**config.mk**
```make
export PLATFORM = sky130hd
export DESIGN_NAME = lfsr_gen
export DESIGN_NICKNAME = d
export VERILOG_FILES = /design/src/rtl/lfsr_gen.sv
export SDC_FILE = /design/constraint.sdc
export NUM_CORES = 1
export LEC_CHECK = 0
export ABC_AREA = 0
export ABC_CLOCK_PERIOD_IN_PS = 5800
export CAP_MARGIN = 40
export CORE_MARGIN = 2
export CORE_UTILIZATION = 40
export CTS_CLUSTER_SIZE = 14
export DETAILED_ROUTE_END_ITERATION = 8
export GPL_ROUTABILITY_DRIVEN = 1
export GPL_TIMING_DRIVEN = 0
export HOLD_SLACK_MARGIN = 0.02
export PLACE_DENSITY = 0.77
export REMOVE_ABC_BUFFERS = 1
export SLEW_MARGIN = 40
export SYNTH_ARGS = -nofsm -noshare
export SYNTH_HDL_FRONTEND = slang
export SYNTH_SLANG_ARGS = --single-unit
```
**constraint.sdc**
```tcl
create_clock -name clk -period 5.8 [get_ports clk]
set_clock_uncertainty 0.2 [all_clocks]
set_input_delay 1.74 -clock clk [delete_from_list [all_inputs] [get_ports clk]]
set_output_delay 1.74 -clock clk [all_outputs]
set_load 0.05 [all_outputs]
```
**src/rtl/lfsr_gen.sv**
```systemverilog
// lfsr_gen: XNOR Galois LFSR word generator with a valid/ready output port.
// Every output word is STRIDE LFSR steps after the previous one. A seed can be
// loaded at any time, and an all-ones seed (the XNOR lock-up state) is replaced
// by SEED.
module lfsr_gen #(
    parameter int unsigned       WIDTH  = 16,
    parameter logic [WIDTH-1:0]  TAPS   = 16'hA010,
    parameter logic [WIDTH-1:0]  SEED   = 16'hABCD,
    parameter int unsigned       OUT_W  = 16,
    parameter int unsigned       STRIDE = 1
) (
    input  logic              clk,
    input  logic              rst_b,
    input  logic              en,
    input  logic              load,
    input  logic [WIDTH-1:0]  seed_in,
    input  logic              out_ready,
    output logic              out_valid,
    output logic [OUT_W-1:0]  out_data,
    output logic [WIDTH-1:0]  lfsr_q,
    output logic              lockup
);

    localparam int unsigned CNT_W = 8;
    localparam logic [CNT_W-1:0] STRIDE_C = CNT_W'(STRIDE);

    typedef enum logic [1:0] {
        IDLE  = 2'd0,
        STEP  = 2'd1,
        VALID = 2'd2
    } state_t;

    state_t           state;
    logic [CNT_W-1:0] cnt;
    logic [CNT_W-1:0] cnt_inc;
    logic [WIDTH-1:0] lfsr_nxt;
    logic             seed_bad;

    // One LFSR step: the MSB feeds bit 0 and is XNORed into every tapped bit.
    // The step is invertible and all-ones is its only fixed point, so any
    // other state can never reach all-ones.
    always_comb begin
        lfsr_nxt    = '0;
        lfsr_nxt[0] = lfsr_q[WIDTH-1];
        for (int i = 1; i < int'(WIDTH); i++) begin
            if (TAPS[i]) begin
                lfsr_nxt[i] = ~(lfsr_q[i-1] ^ lfsr_q[WIDTH-1]);
            end else begin
                lfsr_nxt[i] = lfsr_q[i-1];
            end
        end
    end

    assign cnt_inc  = cnt + CNT_W'(1);
    assign seed_bad = &seed_in;
    assign out_data = lfsr_q[OUT_W-1:0];

    // Control FSM, step counter, LFSR state and registered flags.
    always_ff @(posedge clk or negedge rst_b) begin
        if (!rst_b) begin
            state     <= IDLE;
            cnt       <= '0;
            lfsr_q    <= SEED;
            out_valid <= 1'b0;
            lockup    <= 1'b0;
        end else begin
            lockup <= 1'b0;
            if (load) begin
                // A load overrides everything and discards any pending word.
                lfsr_q    <= seed_bad ? SEED : seed_in;
                lockup    <= seed_bad;
                out_valid <= 1'b0;
                cnt       <= '0;
                state     <= en ? STEP : IDLE;
            end else begin
                case (state)
                    IDLE: begin
                        out_valid <= 1'b0;
                        if (en) begin
                            state <= STEP;
                            cnt   <= '0;
                        end
                    end
                    STEP: begin
                        // With en low the state, the counter and the LFSR all hold.
                        if (en) begin
                            lfsr_q <= lfsr_nxt;
                            cnt    <= cnt_inc;
                            if (cnt_inc == STRIDE_C) begin
                                state     <= VALID;
                                out_valid <= 1'b1;
                            end
                        end
                    end
                    VALID: begin
                        // The word is held until it is consumed, whatever en does.
                        // The transfer step counts as the first step of the next word.
                        if (out_ready) begin
                            lfsr_q <= lfsr_nxt;
                            if (!en) begin
                                state     <= IDLE;
                                out_valid <= 1'b0;
                                cnt       <= '0;
                            end else if (STRIDE == 1) begin
                                state     <= VALID;
                                out_valid <= 1'b1;
                                cnt       <= CNT_W'(1);
                            end else begin
                                state     <= STEP;
                                out_valid <= 1'b0;
                                cnt       <= CNT_W'(1);
                            end
                        end
                    end
                    default: begin
                        state     <= IDLE;
                        out_valid <= 1'b0;
                        cnt       <= '0;
                    end
                endcase
            end
        end
    end

endmodule

```
==> flow_summary.yaml <==
synthesis:
  synth_seq_area_share_pct: 39.6
  async_flop_share_pct: 100
  synth.distinct_cells: 40
  postSynthAreaPerCell_um2: 8.91
  synth.cell_area_um2: 1800
  synth_cells: 202
  ys_ff_latch: 28
  ys.flop_type: "dfrtp_1"
  synth_edf_count: 0
  yosysWarnings: 0
power:
  vdd.ir_drop.worst_mv: 0.265
  power_w: 0.00123
  p_leak_nw: 0.942
  power.density_nw_per_um2: 533
finish:
  drive_gt1_share_pct: 10.2
  design_area_um2: 2310
  n_fill_cell: 415
  diodes: 0
  layout.nets: 263
  area_growth_pct: 28.4
  post-route-util_pct: 53.1
grt:
  grt_usage_pct: 17.0
  grt_pass1_vias: 1503
  overflow: 0
  grt_max_degree: 41
  antenna_found_initial: 0
  grt_pass1_wl_um: 7040
drt:
  wl_um: 4050
  vias: 1580
  firstDrtPassIters: 4
  viasPerCell: 5.49
  avgRoutedWirePerCell_um: 14.1
  remaining_drc_errors: 0
  drtIter0Drc: 61
  antenna_left: 0
floorplan:
  core-area_um2: 4350
  die-width_um: 71.1
  dieArea_um2: 5050
  start_util_pct: 41.4
  die_h_um: 71.1
  rows: 24
  pin_count: 55
worst_setup_path:
  path_buf_inv: 1
  cpMaxStageDelayCell: "clkdlybuf4s50_1"
  critPathMaxFanout: 6
  required_ps: 3860
  worst_setup_path_start_kind: "flip-flop"
  crit_path_max_incr_delay_ps: 820
  crit_type: "reg2out"
  crit_chain: "clkdlybuf4s50_1"
  cp_top_family: "buffers and inverters"
  crit_arrival_ps: 1710
  crit_path_end_kind: "primary output"
clocking:
  cts_sinks: 28
  cts_buffer_depth: 2
  cts_tree: "built"
  path_clk_slew_ps: 90
  ctsHoldBuffers: 0
  ctsRootBufferMaster: "clkbuf_8"
  htree_levels: 1
  insertion_delay_ps: 270
  postCtsSetupBuffers: 0
  cts.repair.resized: 0
  cts_buffers: 3
timing:
  fin_crit_ps: 3650
  fin_crit_sh_pct: 62.9
  slew_violations: 0
  setup_viol: 0
  finalHoldWorstSlack_ps: 388
  relSlewSlack_pct: 55.7
  fin_tns_setup_ps: 0
  timing.fmax_ghz: 0.274
  hold_viol: 0
  rsz0062_at_grt: "false"
  worstMarginPinSlew_ps: 664
placed_design:
  port_buffers: 54
  post_dp_cell_area_um2: 2240
  place_congestion: 0.771
  dp_hpwl_um: 2890
run:
  max-cap-violations: 0
status:
  status: "completed"
min_path:
  min_path_type: "reg2reg"
==> worst paths after layout <==
path	startpoint	end	slack, ps	cells after the start
worst min register to register	lfsr_q[13]	lfsr_q[13]	390	2
min in group asynchronous	rst_b	cnt[1]	1280	1
max in group asynchronous	rst_b	lockup	3710	1
worst max-delay path	lfsr_q[15]	lfsr_q[15]	2150	1
worst max register to register	state[1]	lfsr_q[4]	3260	7
worst min-delay path	lfsr_q[13]	lfsr_q[13]	390	2
==> power breakdown <==
part | switching, W | internal (W) | leakage (nW)
clock network | 0.0000620 | 0.0000924 | 0.0357
logic | 0.000486 | 0.000265 | 0.564
registers | 0.0000611 | 0.000265 | 0.342
==> per-layer routing <==
layer	up-vias	track usage (%)	routed length [um]	share of wire, %
li1	777	-	-	-
met3	2	2.14	178	4.4
met4	0	5.45	34	0.84
met1	764	24.2	1940	48
met5	-	0	0	0
met2	37	27.0	1900	47
==> cell usage after synthesis, types with 4 or more instances <==
master	instances	area share, %
inv_1	5	1.0
nand3_1	7	1.9
a22oi_1	6	2.5
buf_4	16	6.7
nor2_1	11	2.3
nor3_1	4	1.1
nand4_1	5	1.7
clkbuf_1	5	1.0
dfstp_2	10	15
nand2_1	29	6.0
a21oi_1	7	1.9
o21ai_0	22	6.1
o22ai_1	6	2.1
ha_1	5	3.5
dfrtp_1	18	25
mux2i_1	12	6.7
==> flip-flops by register name, indices dropped and copies added, names as in the netlist <==
signal,flops
lockup,1
state,2
lfsr_q,16
cnt,8
out_valid,1
==> metrics by stage <==
stage               setup WS, ps  cells
floorplan                   2610    178
global placement            1130    284
detailed placement          1990    284
CTS                         2130    288
global route                2100    288
finish                      2150    288
==> layout make-up <==
class	instances	area (um^2)	area share, %
Multi-Input combinational cell	145	912	39.5
Sequential cell	28	713	30.9
Timing Repair Buffer	54	531	23.0
Tap cell	52	65.1	2.82
Clock buffer	3	41.3	1.79
Clock inverter	1	30.0	1.30
Inverter	5	18.8	0.812
==> worst reg2reg max path, stage by stage, from the launching register on <==
cell,delay [ps]
dfrtp_1,420
inv_1,140
ha_1,340
inv_1,150
o211ai_4,570
a21oi_1,260
a22oi_1,210
o22ai_1,110
==> logic make-up after synthesis <==
family / synth area share [%]
AND/OR/NAND/NOR: 17.9
flip-flops: 39.6
XOR/XNOR: 1.46
multiplexers: 6.67
buffers and inverters: 9.94
AO/OA/AOI/OAI: 21.0
adder cells (fa/ha/maj): 3.47
==> placed cells by master, fill, tap and decap left out, types with 2 or more instances in the layout <==
cell type / n
nand3_1: 7
nand2_1: 29
nand2b_1: 2
o21ai_0: 22
a21oi_1: 6
clkbuf_8: 3
a22oi_1: 6
o31ai_1: 2
clkdlybuf4s50_1: 52
nor2_1: 11
a21oi_2: 2
nand4_1: 5
nor3_1: 4
xnor2_1: 2
mux2i_1: 12
dfstp_2: 10
buf_2: 2
inv_1: 5
a211o_1: 2
a211oi_2: 2
o22ai_1: 6
nor2b_1: 2
or2_2: 2
dfrtp_1: 18
ha_1: 5
and3_1: 3
Note: power is estimated with default switching activity, not from simulation.
